## src/rtl/multicycle_adder.sv

```systemverilog
// multicycle_adder
//
// Multi-cycle ripple adder/subtractor. A WIDTH-bit add (or subtract) is
// computed SLICE bits per clock by reusing one SLICE-bit adder chain over
// N = WIDTH/SLICE cycles. Operands are taken through a valid/ready handshake
// and the result is offered through a second valid/ready handshake.
//
// Parameters:
//   WIDTH      operand/result width (>= 1)
//   SLICE      bits added per clock; must divide WIDTH
//
// Ports:
//   clk        clock, rising edge
//   rst_n      synchronous active-low reset
//   in_valid   operands valid
//   in_ready   block idle and able to take operands
//   a, b       operands
//   c_in       carry-in (borrow-in when sub=1)
//   sub        0 = add, 1 = subtract
//   sum        result (valid only while out_valid=1)
//   c_out      carry out of the MSB (for subtract: 1 = no borrow)
//   out_valid  result valid
//   out_ready  consumer takes the result
//   overflow   signed overflow (only with MCADD_OVERFLOW_EN defined)
//
// Build option: define MCADD_OVERFLOW_EN to add the overflow port and logic.

module multicycle_adder #(
    parameter int WIDTH = 16,
    parameter int SLICE = 4
) (
    input  logic             clk,
    input  logic             rst_n,
    input  logic             in_valid,
    output logic             in_ready,
    input  logic [WIDTH-1:0] a,
    input  logic [WIDTH-1:0] b,
    input  logic             c_in,
    input  logic             sub,
    output logic [WIDTH-1:0] sum,
    output logic             c_out,
    output logic             out_valid,
    input  logic             out_ready
`ifdef MCADD_OVERFLOW_EN
    ,
    output logic             overflow
`endif
);

    localparam int N  = WIDTH / SLICE;
    localparam int KW = (N > 1) ? $clog2(N) : 1;
    localparam logic [KW-1:0] LAST_K = KW'(N - 1);

    // Reject parameter combinations that cannot be sliced evenly.
    generate
        if (WIDTH < 1 || SLICE < 1 || (WIDTH % SLICE) != 0) begin : g_badParams
            $error("multicycle_adder: SLICE must be >= 1 and divide WIDTH");
        end
    endgenerate

    typedef enum logic [1:0] {
        ST_IDLE,
        ST_RUN,
        ST_DONE
    } state_t;

    state_t           r_state;
    state_t           w_nextState;

    logic [WIDTH-1:0] r_a;
    logic [WIDTH-1:0] r_b;
    logic             r_carry;
    logic [KW-1:0]    r_k;
    logic [WIDTH-1:0] r_sum;
    logic             r_cOut;

    logic [SLICE-1:0] w_aSlice;
    logic [SLICE-1:0] w_bSlice;
    logic [SLICE:0]   w_sliceSum;
    logic             w_lastSlice;
    logic             w_accept;

    // Subtraction is folded into the stored operand (b inverted) and the
    // stored carry (c_in inverted) at acceptance, so sub itself is not
    // needed after that point and is not kept.
    assign w_aSlice    = r_a[r_k * SLICE +: SLICE];
    assign w_bSlice    = r_b[r_k * SLICE +: SLICE];
    assign w_sliceSum  = {1'b0, w_aSlice} + {1'b0, w_bSlice} + {{SLICE{1'b0}}, r_carry};
    assign w_lastSlice = (r_k == LAST_K);
    assign w_accept    = in_valid && in_ready;

    // FSM state register.
    always_ff @(posedge clk) begin
        if (!rst_n) begin
            r_state <= ST_IDLE;
        end else begin
            r_state <= w_nextState;
        end
    end

    // FSM next-state logic.
    always_comb begin
        w_nextState = r_state;
        case (r_state)
            ST_IDLE: if (in_valid)    w_nextState = ST_RUN;
            ST_RUN:  if (w_lastSlice) w_nextState = ST_DONE;
            ST_DONE: if (out_ready)   w_nextState = ST_IDLE;
            default:                  w_nextState = ST_IDLE;
        endcase
    end

    // FSM outputs: decoded from the registered state only.
    always_comb begin
        in_ready  = (r_state == ST_IDLE);
        out_valid = (r_state == ST_DONE);
    end

    // Datapath: capture operands on acceptance, then add one slice per
    // RUN cycle, writing each slice of the result in place.
    always_ff @(posedge clk) begin
        if (!rst_n) begin
            r_a     <= '0;
            r_b     <= '0;
            r_carry <= 1'b0;
            r_k     <= '0;
            r_sum   <= '0;
            r_cOut  <= 1'b0;
        end else begin
            if (w_accept) begin
                r_a     <= a;
                r_b     <= b ^ {WIDTH{sub}};
                r_carry <= c_in ^ sub;
                r_k     <= '0;
            end else if (r_state == ST_RUN) begin
                r_sum[r_k * SLICE +: SLICE] <= w_sliceSum[SLICE-1:0];
                r_carry                     <= w_sliceSum[SLICE];
                if (w_lastSlice) begin
                    r_k    <= '0;
                    r_cOut <= w_sliceSum[SLICE];
                end else begin
                    r_k <= r_k + 1'b1;
                end
            end
        end
    end

    assign sum   = r_sum;
    assign c_out = r_cOut;

`ifdef MCADD_OVERFLOW_EN
    logic r_overflow;

    // The carry into the MSB is recovered as a ^ b ^ sum at that bit;
    // signed overflow is that carry XOR the carry out of the MSB.
    always_ff @(posedge clk) begin
        if (!rst_n) begin
            r_overflow <= 1'b0;
        end else if (r_state == ST_RUN && w_lastSlice) begin
            r_overflow <= w_aSlice[SLICE-1] ^ w_bSlice[SLICE-1]
                        ^ w_sliceSum[SLICE-1] ^ w_sliceSum[SLICE];
        end
    end

    assign overflow = r_overflow;
`endif

endmodule
```

## config.mk

```make
export PLATFORM = sky130hd
export DESIGN_NAME = multicycle_adder
export DESIGN_NICKNAME = d
export VERILOG_FILES = /design/src/rtl/multicycle_adder.sv
export SDC_FILE = /design/constraint.sdc
export NUM_CORES = 1
export LEC_CHECK = 0
export BUFFER_PORTS_ARGS = -buffer_cell sky130_fd_sc_hd__buf_4
export CAP_MARGIN = 20
export CORE_AREA = 4 4 88 90
export CTS_CLUSTER_SIZE = 14
export DETAILED_ROUTE_END_ITERATION = 7
export DIE_AREA = 0 0 92 94
export GPL_TIMING_DRIVEN = 0
export PLACE_DENSITY = 0.68
export SETUP_SLACK_MARGIN = 0.02
export SLEW_MARGIN = 10
export SYNTH_ARGS = -nofsm -noshare
export SYNTH_HDL_FRONTEND = slang
export SYNTH_SLANG_ARGS = --single-unit
```

## constraint.sdc

```tcl
create_clock -name clk -period 3.3 [get_ports clk]
set_clock_uncertainty 0.15 [all_clocks]
set_input_delay 0.495 -clock clk [delete_from_list [all_inputs] [get_ports clk]]
set_output_delay 0.495 -clock clk [all_outputs]
set_load 0.005 [all_outputs]
```

==> metrics, run 1 <==
depth of the most critical reg-to-reg path 8; class of the tightest hold or removal check primary input to register; cell row count 31; via count of the first global-routing pass 2,066; starting density of the core 38.2%; Placed Cells 420; total number of vias 2,060; first-iteration detailed-routing DRC count 107; H-tree levels 2; global route total overflow 0; I/O pins 57; Layout area overhead 24.1%; crit-path max FO 10; Gate Count Post-Synth 266; cell type with the largest total area after synthesis sky130_fd_sc_hd__dfxtp_1; CTS tree done; FF-to-FF Start r_k[1]; clock slew at the register clock pins of the worst setup and hold paths 0.10 ns; via/cell ratio 4.81; WP data required 3.32 ns; final antenna diode count 0; max-cap violations 0; final critical-path share of the clock period 94.9%; CTS Buf Count 5; critical setup path kind register to register; top-area cell type share of the netlist area 40.1%; HPWL after detailed placement 4460 µm; GPL Wtd Cong 0.766; final antenna-violating net count 0; outcome finished clean; final total negative setup slack 0 ns; Num Clock Sinks 54; Reg-to-Reg End r_carry; setup slack after layout 0.168 ns; RSZ-0062 raised after global routing false; highest ir drop seen on vdd 0.000343 V; sequential area share after synthesis 40.1%; data arrival time of the worst path 3.15 ns; hold worst-path end r_a[15]; flip-flop and latch count after synthesis 54; final wirelength 6080 µm; Setup Buffers After CTS 0; final instance count without filler cells 428; max_slew headroom 51.4%; Post-synth top flop sky130_fd_sc_hd__dfxtp_1; DIE WIDTH 92 µm; Die ar. 8650 µm²; per-instance average area after synthesis 10.1 µm²; Final Hold Violating Endpoints 0; NumNets Final 377; drt wl/cell 14.2 µm; global routing usage summed across all routing layers 14.9%; clock latency on the worst-skew pair 0.31 ns; pre-CTS worst setup slack 0.112 ns; floorplan die height 94 µm; count of buffers from port buffering 55; type of element launching the critical path register; largest net degree at the start of global routing 17; net count after synthesis 315; Worst Hold Slack 0.285 ns; number of detailed-routing iterations run before antenna repair 4; post-synth cell types 34; Max Freq 319 MHz; number of synthesized flops with an enable pin 0; post-route minimum period 3.13 ns; clock root buffer sky130_fd_sc_hd__clkbuf_8; post-synthesis async set-or-reset flop share 0%; Hold Crit Start a[15]; top area cells in the synthesized netlist sky130_fd_sc_hd__dfxtp_1 40%, sky130_fd_sc_hd__a211oi_2 7.4%, sky130_fd_sc_hd__mux4_2 6.7%; layer with the highest usage met2; post-CTS resize count 0; Slew Limit Fails 0; Residual DRC 0; worst slew pin tran 0.729 ns; initial antenna violation count 0; cts hold-fix bufs 0; total leakage power 1.32 nW; global routing usage on met3 3.04%; endpoint type of the worst setup path register; maximum buffer depth of the clock tree 2; M2 GR Usage 24.0%; global-route wire length before repair 10,100 µm; Post-Synthesis Cell Area 2700 µm²; setup slack, reg-to-reg 0.17 ns; pwr dens 432 nW/µm²; total setup violations reported at the end of the flow 0; fraction of final layout cells with drive strength greater than 1 36.8%; depth of the worst hold-timing path 3; global-route met1 utilization 19.7%; Synth Warn # 0; Core ar. 7060 µm²
==> per-stage QoR <==
stage	power [mW]	area [µm²]	utilization (%)
6_report	1.45	3350	47.4
5_1_grt	1.52	3350	47.4
4_1_cts	1.47	3350	47.4
3_5_place_dp	1.02	3240	45.8
3_3_place_gp	1.02	3240	45.8
2_1_floorplan	0.924	2700	-
==> cell usage after synthesis (3+ instances only) <==
master,number
sky130_fd_sc_hd__ha_1,9
sky130_fd_sc_hd__nor2_1,22
sky130_fd_sc_hd__mux4_2,8
sky130_fd_sc_hd__xnor2_1,16
sky130_fd_sc_hd__nor4_4,4
sky130_fd_sc_hd__buf_6,4
sky130_fd_sc_hd__a21oi_1,20
sky130_fd_sc_hd__dfxtp_1,54
sky130_fd_sc_hd__a22oi_1,13
sky130_fd_sc_hd__buf_2,3
sky130_fd_sc_hd__nand2_1,43
sky130_fd_sc_hd__a211oi_2,16
sky130_fd_sc_hd__clkbuf_1,6
sky130_fd_sc_hd__a32oi_1,4
sky130_fd_sc_hd__inv_1,3
sky130_fd_sc_hd__nor2_2,16
==> critical path: stages (launching register included) <==
cell	delay [ns]
sky130_fd_sc_hd__dfxtp_1	0.40
sky130_fd_sc_hd__clkbuf_1	0.52
sky130_fd_sc_hd__mux4_2	0.42
sky130_fd_sc_hd__fa_1	0.45
sky130_fd_sc_hd__fa_1	0.42
sky130_fd_sc_hd__a21o_1	0.20
sky130_fd_sc_hd__a21oi_1	0.22
sky130_fd_sc_hd__nand2b_1	0.15
sky130_fd_sc_hd__a31oi_1	0.07
==> routing by layer <==
metal | wire length (µm) | share of wire (%)
met5 | 0 | 0
met1 | 2800 | 46
met2 | 2900 | 48
met3 | 294 | 4.8
met4 | 85 | 1.4
==> cell type report <==
| cell class | count | area [µm²] |
|---|---|---|
| Fill cell | 682 | 3710 |
| Multi-Input combinational cell | 191 | 1470 |
| Sequential cell | 54 | 1080 |
| Timing Repair Buffer | 55 | 413 |
| Buffer | 17 | 135 |
| Tap cell | 99 | 124 |
| Clock buffer | 6 | 72.6 |
| Clock inverter | 2 | 37.5 |
| Inverter | 4 | 15.0 |
==> layout by cell type, fill, tap and decap left out, types with 7 or more instances in the layout <==
master                     Yosys  layout
sky130_fd_sc_hd__mux4_2        8       8
sky130_fd_sc_hd__ha_1          9       9
sky130_fd_sc_hd__a22oi_1      13      13
sky130_fd_sc_hd__nand2_1      43      43
sky130_fd_sc_hd__a21oi_1      20      20
sky130_fd_sc_hd__xnor2_1      16      16
sky130_fd_sc_hd__clkbuf_1      6       7
sky130_fd_sc_hd__dfxtp_1      54      54
sky130_fd_sc_hd__buf_4         2      57
sky130_fd_sc_hd__nor2_1       22      22
sky130_fd_sc_hd__nor2_2       16      16
sky130_fd_sc_hd__a211oi_2     16      16
==> state kept, by name (all words and copies together), names as in the netlist <==
| register | flops |
|---|---|
| r_carry | 1 |
| r_state | 2 |
| r_b | 16 |
| r_k | 2 |
| r_a | 16 |
| c_out | 1 |
| sum | 16 |
==> worst max path at each step <==
stage / start / endpoint / slack [ns] / cells past startpoint
detailed placement: r_k[0] / r_carry / 0.11 / 8
global route: r_k[1] / sum[2] / 0.05 / 7
CTS: r_k[0] / r_carry / 0.09 / 8
floorplan: r_k[0] / r_carry / 0.43 / 8
global placement: r_k[0] / sum[6] / 0.14 / 7
finish: r_k[1] / r_carry / 0.17 / 8
==> report_power, final <==
group	internal [mW]	switching [mW]	leakage, nW	total [mW]
sequential	0.687	0.0229	0.442	0.710
clock	0.227	0.217	0.0514	0.443
combinational	0.139	0.155	0.827	0.295
==> cell families (layout without fill, tap and decap cells) <==
family,count (synthesis),after routing,synth area share [%]
AOI/OAI and AO/OA,58,58,17.5
xor gates and xnor gates,18,18,5.84
adders and majority gates,11,11,5.66
buffers and inverters,21,84,5.47
DFF,54,54,40.1
muxes,8,8,6.68
and+or+nand+nor,96,96,18.8
No activity file was read; power rests on OpenSTA's default activity.
==> run 2, diff against run 1 <==
--- a/config.mk
+++ b/config.mk
@@ -13,7 +13,7 @@
 export DIE_AREA = 0 0 92 94
 export GPL_TIMING_DRIVEN = 0
 export PLACE_DENSITY = 0.68
-export SETUP_SLACK_MARGIN = 0.02
+export SETUP_SLACK_MARGIN = 0.4
 export SLEW_MARGIN = 10
 export SYNTH_ARGS = -nofsm -noshare
 export SYNTH_HDL_FRONTEND = slang
==> run 2 against run 1 <==
First-iteration DRC count decreased by 20%. Register-to-register slack improved by 0.34 ns. Setup slack improved by 0.34 ns. Via count increased by 1.2%. Critical endpoint unchanged. Final area increased by 0.93%. Wire length increased by 0.21%. Worst hold slack got worse by 0.0044 ns. Fmax increased by 12%.
==> metrics, run 2 (synthesis results as in run 1) <==
Slew Limit Fails 0 (unchanged); cell internal pwr 1.06 mW (+0.38%); endpoint type of the worst setup path register; via count of the first global-routing pass 2,067 (+0.048%); Setup Buffers After CTS 0 (unchanged); initial antenna violation count 0 (unchanged); global-route wire length before repair 10,100 µm (+0.13%); HPWL after detailed placement 4460 µm (unchanged); floorplan die height 94 µm (unchanged); DIE WIDTH 92 µm (unchanged); count of buffers from port buffering 55 (unchanged); clock latency on the worst-skew pair 0.31 ns (about the same); sequential share of power 48.8% (-0.3 points); setup slack after layout 0.509 ns (+0.341 ns); outcome finished clean; RSZ-0062 raised after global routing false; I/O pins 57 (unchanged); most frequent cells in the layout 57 x sky130_fd_sc_hd__buf_4, 53 x sky130_fd_sc_hd__dfxtp_1, 43 x sky130_fd_sc_hd__nand2_1; CTS tree done; commonest non-fill, non-tap cell in the layout sky130_fd_sc_hd__buf_4; final total negative setup slack 0 ns (unchanged); number of detailed-routing iterations run before antenna repair 4 (unchanged); max_slew headroom 51.0% (-0.42 points); total leakage power 1.33 nW (+0.58%); clock root buffer sky130_fd_sc_hd__clkbuf_8; Residual DRC 0 (unchanged); maximum buffer depth of the clock tree 2 (unchanged); pwr dens 430 nW/µm² (-0.47%); type of element launching the critical path register; CTS Buf Count 5 (unchanged); total number of vias 2,084 (+1.2%); fraction of final layout cells with drive strength greater than 1 38.3% (+1.5 points); final critical-path share of the clock period 84.6% (-10 points); detailed-routing wirelength on met1 2710 µm (-3.1%); via/cell ratio 4.87 (+1.2%); starting density of the core 38.2% (unchanged); critical setup path kind register to register; Final Hold Violating Endpoints 0 (unchanged); amount of wire on met3 after detailed routing 335 µm (+14%); crit-path max FO 10 (unchanged); cell row count 31 (unchanged); Core ar. 7060 µm² (unchanged); Die ar. 8650 µm² (unchanged); Met2 Routed Length 2960 µm (+2.0%); placed standard-cell area 3240 µm² (unchanged); setup slack, reg-to-reg 0.51 ns (+0.34 ns); clock slew at the register clock pins of the worst setup and hold paths 0.10 ns (about the same); final antenna-violating net count 0 (unchanged); largest net degree at the start of global routing 17 (unchanged); drt wl/cell 14.2 µm (+0.21%); Switching Share 27.3% (+0.059 points); highest routing layer actually used met4; data arrival time of the worst path 2.81 ns (-0.34 ns); Max Freq 358 MHz (+12%); Final Cell Area 3380 µm² (+0.93%); clock network power share 30.5% (about the same); H-tree levels 2 (unchanged); highest ir drop seen on vdd 0.000346 V (+0.91%); Num Clock Sinks 54 (unchanged); Psw 0.397 mW (+0.68%); global route total overflow 0 (unchanged); Layout area overhead 25.2%; class of the tightest hold or removal check primary input to register; post-route minimum period 2.79 ns (-0.341 ns); final wirelength 6090 µm (+0.21%); first-iteration detailed-routing DRC count 86 (-20%); final antenna diode count 0 (unchanged); worst slew pin tran 0.735 ns (+0.00636 ns); total setup violations reported at the end of the flow 0 (unchanged); NumNets Final 377 (unchanged); Power, Total 1.45 mW (+0.46%); GPL Wtd Cong 0.766 (unchanged); max-cap violations 0 (unchanged); global routing usage summed across all routing layers 14.9% (+0.017 points); power share of the combinational group 20.6% (+0.3 points); WP data required 3.32 ns (about the same); pre-CTS worst setup slack 0.112 ns (unchanged)
==> run 2: cell count changes in the layout (fill, tap and decap cells not counted), sizes merged <==
cell | previous run | this run
buf | 65 | 67
clkbuf | 13 | 11
==> run 2: per-stage QoR <==
step | hold slack [ns] | instances | utilization [%]
2_1_floorplan | 0.283 | 266 | -
5_1_grt | 0.284 | 428 | 47.9
4_1_cts | 0.273 | 428 | 47.6
6_report | 0.280 | 428 | 47.9
3_3_place_gp | 0.292 | 420 | 45.8
3_5_place_dp | 0.297 | 420 | 45.8
==> run 2: cell type report <==
class,instances,area [µm²]
Multi-Input combinational cell,191,1480
Buffer,17,149
Clock inverter,2,37.5
Tap cell,99,124
Clock buffer,6,72.6
Fill cell,681,3680
Timing Repair Buffer,55,413
Inverter,4,15.0
Sequential cell,54,1080
==> run 2: worst max-delay path, cell delays in order (launching register included) <==
cell and delay, ns:
sky130_fd_sc_hd__dfxtp_4 0.40, sky130_fd_sc_hd__buf_12 0.16, sky130_fd_sc_hd__mux4_2 0.52, sky130_fd_sc_hd__fa_1 0.45, sky130_fd_sc_hd__fa_2 0.39, sky130_fd_sc_hd__a21o_1 0.20, sky130_fd_sc_hd__a21oi_2 0.16, sky130_fd_sc_hd__nand2b_1 0.13
sky130_fd_sc_hd__a31oi_1 0.07
==> run 2: worst paths after layout <==
check             startpoint      end  depth (start not counted)
setup reg to reg      r_k[0]  r_carry                          8
hold reg to reg       r_a[7]   r_a[7]                          2
setup / recovery      r_k[0]  r_carry                          8
hold / removal         a[15]  r_a[15]                          3
==> run 2: repair_timing <==
action / CTS / global route
pin swaps: 0 / 0
gates resized for setup: 6 / 5
hold buffers: 0 / 0
endpoints found under the setup margin: 14 / 5
==> run 2: per-layer routing <==
metal | global-route usage, % | vias up
li1 | - | 1046
met1 | 19.7 | 972
met2 | 24.0 | 60
met3 | 3.04 | 6
met4 | 5.82 | 0
met5 | 0 | -
==> run 2: power by group through the flow <==
stage	clock network, mW	logic, mW	registers [mW]
final	0.444	0.300	0.710
after global routing	0.485	0.329	0.715
after CTS	0.459	0.299	0.711
after detailed placement	0	0.295	0.725
after global placement	0	0.292	0.724
after floorplan	0	0.204	0.720
